File: src/rtl/neuraedge_noc_pkg.sv
// Shared NoC flit definitions for the tile egress path.
// Contents: flit type encoding, 64-bit flit field positions, id/length widths,
// and a helper that builds a HEAD / HEAD_TAIL flit.
package neuraedge_noc_pkg;

  localparam int unsigned FLIT_W = 64;
  localparam int unsigned ID_W   = 8;
  localparam int unsigned LEN_W  = 8;

  // Field positions inside a 64-bit flit
  localparam int unsigned TYPE_MSB = 63;
  localparam int unsigned DEST_LSB = 54;
  localparam int unsigned SRC_LSB  = 46;
  localparam int unsigned LEN_LSB  = 38;
  localparam int unsigned W1_LSB   = 24;

  typedef enum logic [1:0] {
    FlitBody     = 2'b00,
    FlitHead     = 2'b01,
    FlitTail     = 2'b10,
    FlitHeadTail = 2'b11
  } flit_type_e;

  function automatic logic [FLIT_W-1:0] pack_head(input flit_type_e       ftype,
                                                  input logic [ID_W-1:0]  dest,
                                                  input logic [ID_W-1:0]  src,
                                                  input logic [LEN_W-1:0] len);
    logic [FLIT_W-1:0] flit;
    flit                         = '0;
    flit[TYPE_MSB -: 2]          = ftype;
    flit[DEST_LSB +: ID_W]       = dest;
    flit[SRC_LSB +: ID_W]        = src;
    flit[LEN_LSB +: LEN_W]       = len;
    return flit;
  endfunction

endpackage

File: src/rtl/tile_result_fifo.sv
// Synchronous result FIFO with registered read data and single/double pop.
// Ports:
//   clk, rst          clock, synchronous active-high reset (flushes contents)
//   i_push, i_wdata   write one word; ignored while full
//   i_pop, i_pop2     pop one word / pop two words (i_pop2 takes priority)
//   o_rdata0/1        oldest and second-oldest words (valid when count covers them)
//   o_count           number of stored words
//   o_full, o_empty   status flags
module tile_result_fifo #(
  parameter int unsigned DEPTH = 16,
  parameter int unsigned W     = 24
) (
  input  logic                     clk,
  input  logic                     rst,
  input  logic                     i_push,
  input  logic [W-1:0]             i_wdata,
  input  logic                     i_pop,
  input  logic                     i_pop2,
  output logic [W-1:0]             o_rdata0,
  output logic [W-1:0]             o_rdata1,
  output logic [$clog2(DEPTH):0]   o_count,
  output logic                     o_full,
  output logic                     o_empty
);

  localparam int unsigned AW = $clog2(DEPTH);

  logic [W-1:0]  r_mem [DEPTH];
  logic [AW:0]   r_wr_ptr;
  logic [AW:0]   r_rd_ptr;
  logic [W-1:0]  r_rdata0;
  logic [W-1:0]  r_rdata1;

  logic [AW:0]   w_pop_n;
  logic [AW:0]   w_rd_nxt;
  logic [AW-1:0] w_wr_idx;
  logic [AW-1:0] w_rd_idx0;
  logic [AW-1:0] w_rd_idx1;
  logic          w_push;

  // Extra MSB distinguishes full from empty when the indices match
  assign o_empty  = (r_wr_ptr == r_rd_ptr);
  assign o_full   = (r_wr_ptr[AW] != r_rd_ptr[AW]) && (r_wr_ptr[AW-1:0] == r_rd_ptr[AW-1:0]);
  assign o_count  = r_wr_ptr - r_rd_ptr;
  assign w_push   = i_push && !o_full;
  assign w_wr_idx = r_wr_ptr[AW-1:0];

  always_comb begin
    w_pop_n = '0;
    if (i_pop2) begin
      w_pop_n = (AW+1)'(2);
    end else if (i_pop) begin
      w_pop_n = (AW+1)'(1);
    end
  end

  assign w_rd_nxt  = r_rd_ptr + w_pop_n;
  assign w_rd_idx0 = w_rd_nxt[AW-1:0];
  assign w_rd_idx1 = w_rd_idx0 + AW'(1);

  always_ff @(posedge clk) begin
    if (w_push) begin
      r_mem[w_wr_idx] <= i_wdata;
    end
  end

  // Read registers preload the next head words; a word written this cycle into
  // a head slot is forwarded so it is readable the cycle after its push.
  always_ff @(posedge clk) begin
    if (rst) begin
      r_wr_ptr <= '0;
      r_rd_ptr <= '0;
      r_rdata0 <= '0;
      r_rdata1 <= '0;
    end else begin
      if (w_push) begin
        r_wr_ptr <= r_wr_ptr + (AW+1)'(1);
      end
      r_rd_ptr <= w_rd_nxt;
      r_rdata0 <= (w_push && (w_wr_idx == w_rd_idx0)) ? i_wdata : r_mem[w_rd_idx0];
      r_rdata1 <= (w_push && (w_wr_idx == w_rd_idx1)) ? i_wdata : r_mem[w_rd_idx1];
    end
  end

  assign o_rdata0 = r_rdata0;
  assign o_rdata1 = r_rdata1;

endmodule

File: src/rtl/tile_result_packetizer.sv
// Egress packetizer: buffers accumulator results and emits one NoC packet per
// command (HEAD, BODY..., TAIL, or a single HEAD_TAIL for zero length), packing
// two words per payload flit.
// Ports:
//   clk, rst                       clock, synchronous active-high reset
//   acc_data/acc_valid/acc_ready   accumulator result stream into the FIFO
//   cmd_valid/cmd_ready            packet request, accepted only in IDLE
//   cmd_dest, cmd_len              destination tile id, payload word count
//   flit_out/valid_out/ready_in    registered flit stream to the router
//   busy                           packet in progress
import neuraedge_noc_pkg::*;

module tile_result_packetizer #(
  parameter int unsigned NOC_FLIT_W = 64,
  parameter int unsigned ACC_W      = 24,
  parameter int unsigned FIFO_DEPTH = 16,
  parameter int unsigned TILE_ID    = 0
) (
  input  logic                  clk,
  input  logic                  rst,
  input  logic [ACC_W-1:0]      acc_data,
  input  logic                  acc_valid,
  output logic                  acc_ready,
  input  logic                  cmd_valid,
  output logic                  cmd_ready,
  input  logic [ID_W-1:0]       cmd_dest,
  input  logic [LEN_W-1:0]      cmd_len,
  output logic [NOC_FLIT_W-1:0] flit_out,
  output logic                  valid_out,
  input  logic                  ready_in,
  output logic                  busy
);

  localparam int unsigned CNT_W = $clog2(FIFO_DEPTH) + 1;

  localparam logic [1:0] ST_IDLE = 2'd0;
  localparam logic [1:0] ST_BODY = 2'd1;
  localparam logic [1:0] ST_LAST = 2'd2;

  logic [1:0]            r_state;
  logic [LEN_W-1:0]      r_rem;
  logic [NOC_FLIT_W-1:0] r_flit;
  logic                  r_valid;

  logic [ACC_W-1:0]      w_rdata0;
  logic [ACC_W-1:0]      w_rdata1;
  logic [CNT_W-1:0]      w_count;
  logic                  w_full;
  logic                  w_empty;
  logic                  w_out_free;
  logic                  w_cmd_fire;
  logic                  w_take2;
  logic                  w_have_words;
  logic                  w_load_body;
  logic                  w_pop1;
  logic                  w_pop2;
  logic [LEN_W-1:0]      w_rem_nxt;
  logic [NOC_FLIT_W-1:0] w_head_flit;
  logic [NOC_FLIT_W-1:0] w_body_flit;

  tile_result_fifo #(
    .DEPTH (FIFO_DEPTH),
    .W     (ACC_W)
  ) u_fifo (
    .clk      (clk),
    .rst      (rst),
    .i_push   (acc_valid && acc_ready),
    .i_wdata  (acc_data),
    .i_pop    (w_pop1),
    .i_pop2   (w_pop2),
    .o_rdata0 (w_rdata0),
    .o_rdata1 (w_rdata1),
    .o_count  (w_count),
    .o_full   (w_full),
    .o_empty  (w_empty)
  );

  assign acc_ready  = !w_full;
  assign cmd_ready  = (r_state == ST_IDLE);
  assign busy       = (r_state != ST_IDLE);
  assign flit_out   = r_flit;
  assign valid_out  = r_valid;

  // Output register may reload when empty or when its current flit is leaving
  assign w_out_free = !r_valid || ready_in;
  assign w_cmd_fire = cmd_valid && cmd_ready;

  assign w_take2      = (r_rem >= LEN_W'(2));
  assign w_have_words = w_take2 ? (w_count >= CNT_W'(2)) : !w_empty;
  assign w_load_body  = (r_state == ST_BODY) && w_out_free && w_have_words;
  assign w_pop2       = w_load_body && w_take2;
  assign w_pop1       = w_load_body && !w_take2;
  assign w_rem_nxt    = r_rem - (w_take2 ? LEN_W'(2) : LEN_W'(1));

  always_comb begin
    flit_type_e ftype;
    ftype = (cmd_len == '0) ? FlitHeadTail : FlitHead;
    w_head_flit = pack_head(ftype, cmd_dest, ID_W'(TILE_ID), cmd_len);
  end

  always_comb begin
    w_body_flit                      = '0;
    w_body_flit[TYPE_MSB -: 2]       = (w_rem_nxt == '0) ? FlitTail : FlitBody;
    w_body_flit[ACC_W-1:0]           = w_rdata0;
    w_body_flit[W1_LSB +: ACC_W]     = w_take2 ? w_rdata1 : '0;
  end

  always_ff @(posedge clk) begin
    if (rst) begin
      r_state <= ST_IDLE;
      r_rem   <= '0;
      r_flit  <= '0;
      r_valid <= 1'b0;
    end else begin
      case (r_state)
        ST_IDLE: begin
          // Output register is always empty here: LAST only exits on handshake
          if (w_cmd_fire) begin
            r_rem   <= cmd_len;
            r_flit  <= w_head_flit;
            r_valid <= 1'b1;
            r_state <= (cmd_len == '0) ? ST_LAST : ST_BODY;
          end
        end
        ST_BODY: begin
          if (w_load_body) begin
            r_flit  <= w_body_flit;
            r_valid <= 1'b1;
            r_rem   <= w_rem_nxt;
            if (w_rem_nxt == '0) begin
              r_state <= ST_LAST;
            end
          end else if (w_out_free) begin
            // Starved: let the previous flit go and send nothing in its place
            r_valid <= 1'b0;
          end
        end
        ST_LAST: begin
          if (r_valid && ready_in) begin
            r_valid <= 1'b0;
            r_state <= ST_IDLE;
          end
        end
        default: begin
          r_state <= ST_IDLE;
          r_valid <= 1'b0;
        end
      endcase
    end
  end

endmodule
File: config.mk
export PLATFORM = sky130hd
export DESIGN_NAME = tile_result_packetizer
export DESIGN_NICKNAME = d
export VERILOG_FILES = /design/src/rtl/neuraedge_noc_pkg.sv /design/src/rtl/tile_result_fifo.sv /design/src/rtl/tile_result_packetizer.sv
export SDC_FILE = /design/constraint.sdc
export NUM_CORES = 1
export LEC_CHECK = 0
export CORE_ASPECT_RATIO = 1.25
export CORE_MARGIN = 2
export CORE_UTILIZATION = 40
export CTS_BUF_LIST = sky130_fd_sc_hd__clkbuf_2
export DETAILED_ROUTE_END_ITERATION = 10
export SLEW_MARGIN = 20
export SYNTH_ARGS = -nofsm -noshare
export SYNTH_HDL_FRONTEND = slang
export SYNTH_SLANG_ARGS = --single-unit
File: constraint.sdc
create_clock -name clk -period 6.75 [get_ports clk]
set_input_delay 1.0125 -clock clk [delete_from_list [all_inputs] [get_ports clk]]
set_output_delay 1.0125 -clock clk [all_outputs]
set_load 0.05 [all_outputs]
==> results.ini <==
[run_status]
status = completed

[clock_tree]
cts_root_buf = clkbuf_2
clkTransAtPathRegs_ns = 0.11
ctsResizeCount = 0
cts_tree = built
cts_made_buffers = 114
clk-insertion-delay-late_ns = 1.08
cts_setup_buffers = 0
cts_hold_buf = 0
htree_levels = 3
clk_path_buf_depth = 3
clkSinkCount = 511

[global_routing]
grt_pass1_wl_mm = 103
grt_max_degree = 116
grtUsageTotal = 0.226
grt_pass1_vias = 16467
antenna_found_initial = 4
grt_overflow_total = 0

[setup_path]
start_kind = register
r2r_start = r_rem[4]
cpMostUsedCell = or4_4
crit_cells = 13
reg2reg_depth = 13
startpoint = r_rem[4]
path_cells = or4_4 > or4_4 > o311ai_4 > nor2_1 > ha_4 > fa_4 > ha_1 > buf_4 > nor2_2 > nand3b_1 > o22a_1 > a31oi_1 > a211oi_1
slowest_delay_ns = 0.95
r2r_end = u_fifo.o_rdata1[4]
required_ns = 7.64
path_class = reg2reg
crit_end = u_fifo.o_rdata1[4]
crit_family = simple AND/OR/NAND/NOR gates
crit_slowest_cell = fa_4
critPathBufInv = 1
path_max_fanout = 15
reg2reg_slack_ns = 0.81
setup.worst_path.end_class = register
worstPathArrival_ns = 6.83

[detailed_routing]
drt-met1-wl_mm = 27.2
post_drt_wl_per_cell_um = 26.0
ant_nets = 0
routed_via_density = 6.04
wirelength_mm = 69.5
drt_pass1_iterations = 5
met3_length_mm = 5.15
vias = 16154
drc_errors = 0
dr.max_layer_used = met5
drt-initial-drc-count = 1570
wl_met2_mm = 34.8

[timing]
slew_headroom = 0.384
clock_skew_ns = 0.0650
setup_violations = 0
setup-tns-final_ns = 0
rsz0062_at_grt = no
period_needed_ns = 5.94
maxSlewViolCount = 0
finalCritPeriodShare = 0.880
worstMarginPinSlew_ns = 0.924
clock.fmax_ghz = 0.168
hold_viol = 0

[placement]
globalplace.congestion = 0.832
io_buffers = 106
dp_hpwl_mm = 41.4

[pwr]
peakVddDrop_mv = 0.537
p_per_area_mw_per_mm2 = 531
p_leak_nw = 8.67

[layout]
area_growth_pct = 13.7
layout.nets = 1877
final_util = 0.459
drive_gt1_frac = 0.232

[floorplan]
fp-row-count = 99
dieHeight_um = 275
dieArea_mm2 = 0.0609
die_x_um = 221
core_area_mm2 = 0.0583
pin_count = 113
start_util = 0.404

[flow_run]
max_cap_viol_count = 0

[yosys]
synth_cell_type_count = 67
yosys.area.top_type = edfxtp_1
post-synth-top-area-fraction = 0.489
synth_area_leaders = edfxtp_1 49%, mux4_2 15%, dfxtp_1 11%, mux2i_1 3.3%, nand2_1 2.7%
avgSynthCellArea_um2 = 14.1
ys.flop_type = edfxtp_1
yosysWarnings = 0
netlist_area_mm2 = 0.0236
yosysMostFrequentCell = edfxtp_1
synth-seq-cells = 511
ys_seq_area_frac = 0.597
postSynthCellCount = 1673
async_flop_share = 0
netlist_top_cells_count = 384 x edfxtp_1, 167 x nand2_1, 159 x mux4_2
synth_edf_count = 384

[min_path]
hold_path_class = reg2reg

[registers in the layout (all words and copies together) (netlist names)]
register / flops
u_fifo.r_mem: 384
flit_out: 58
u_fifo.o_rdata0: 24
u_fifo.o_rdata1: 24
r_rem: 8
u_fifo.r_rd_ptr: 5
u_fifo.r_wr_ptr: 5
r_state: 2
valid_out: 1
[final cells by class]
| cell class | count | area [µm²] |
|---|---|---|
| antenna | 5 | 12.5 |
| clock buffer | 162 | 811 |
| clock inverter | 50 | 255 |
| fill | 5185 | 31600 |
| inverter | 11 | 41.3 |
| multi-input combinational | 1015 | 9090 |
| sequential | 511 | 14100 |
| tap | 757 | 947 |
| timing repair buffer | 163 | 1550 |
[routing by layer]
metal	vias up	GRT usage
li1	6938	-
met1	8261	0.282
met2	786	0.390
met3	167	0.0412
met4	2	0.0927
met5	-	0
[metrics by stage]
stage	worst slack [ns]	cell area (µm²)	total power [W]	instances	hold slack (ns)
global route	0.515	26800	0.0150	2671	0.455
floorplan	1.67	23600	0.00984	1678	0.429
global placement	0.939	25700	0.0122	2457	0.432
CTS	0.781	26800	0.0143	2669	0.419
detailed placement	0.808	25700	0.0123	2457	0.441
finish	0.813	26800	0.0142	2674	0.447
[where the power goes]
group / switching (W) / total (W) / internal [W]
Sequential: 0.000207 / 0.00387 / 0.00366
Clock: 0.00120 / 0.00193 / 0.000731
Combinational: 0.00487 / 0.00841 / 0.00354
[cell families (layout without fill, tap and decap cells)]
logic type / count (synthesis) / in the layout / share of synthesized area
flip-flops: 511 / 511 / 0.597
AND/OR/NAND/NOR: 480 / 480 / 0.0938
AO/OA/AOI/OAI: 254 / 254 / 0.0767
multiplexers: 236 / 236 / 0.185
buffers and inverters: 152 / 386 / 0.0272
XOR/XNOR: 23 / 23 / 0.0107
adder cells (fa/ha/maj): 16 / 16 / 0.00945
other: 1 / 11 / 0.000159
[how the worst min path moves through the flow]
stage                                   start                   to  slack [ns]  depth (start not counted)
final                     u_fifo.o_rdata0[22]         flit_out[22]        0.45                          2
after detailed placement  u_fifo.o_rdata0[22]         flit_out[22]        0.44                          2
after CTS                                 rst  u_fifo.o_rdata0[11]        0.42                          2
after floorplan            u_fifo.o_rdata0[0]          flit_out[0]        0.43                          2
after global routing                      rst   u_fifo.o_rdata0[6]        0.45                          2
after global placement    u_fifo.o_rdata0[23]         flit_out[23]        0.43                          2
[cells in the final DEF (no fill, tap or decap), types with 52 or more instances in the layout]
| cell type | netlist | final |
|---|---|---|
| clkdlybuf4s50_1 | 0 | 105 |
| a21oi_1 | 56 | 56 |
| dfxtp_1 | 127 | 127 |
| edfxtp_1 | 384 | 384 |
| clkbuf_2 | 0 | 162 |
| nand3_1 | 82 | 82 |
| mux2i_1 | 77 | 77 |
| o21ai_0 | 53 | 53 |
| nor2_1 | 123 | 108 |
| nand2_1 | 167 | 167 |
| mux4_2 | 159 | 159 |
| buf_4 | 6 | 52 |
[worst register-to-register path: cells and delay by family (launching register included)]
kind | cells | cell delay (ns)
and+or+nand+nor | 5 | 2.21
AOI/OAI and AO/OA | 4 | 1.48
adders and majority gates | 3 | 1.48
DFF | 1 | 0.38
buffers and inverters | 1 | 0.23
Power figures use the tool's default switching activity.
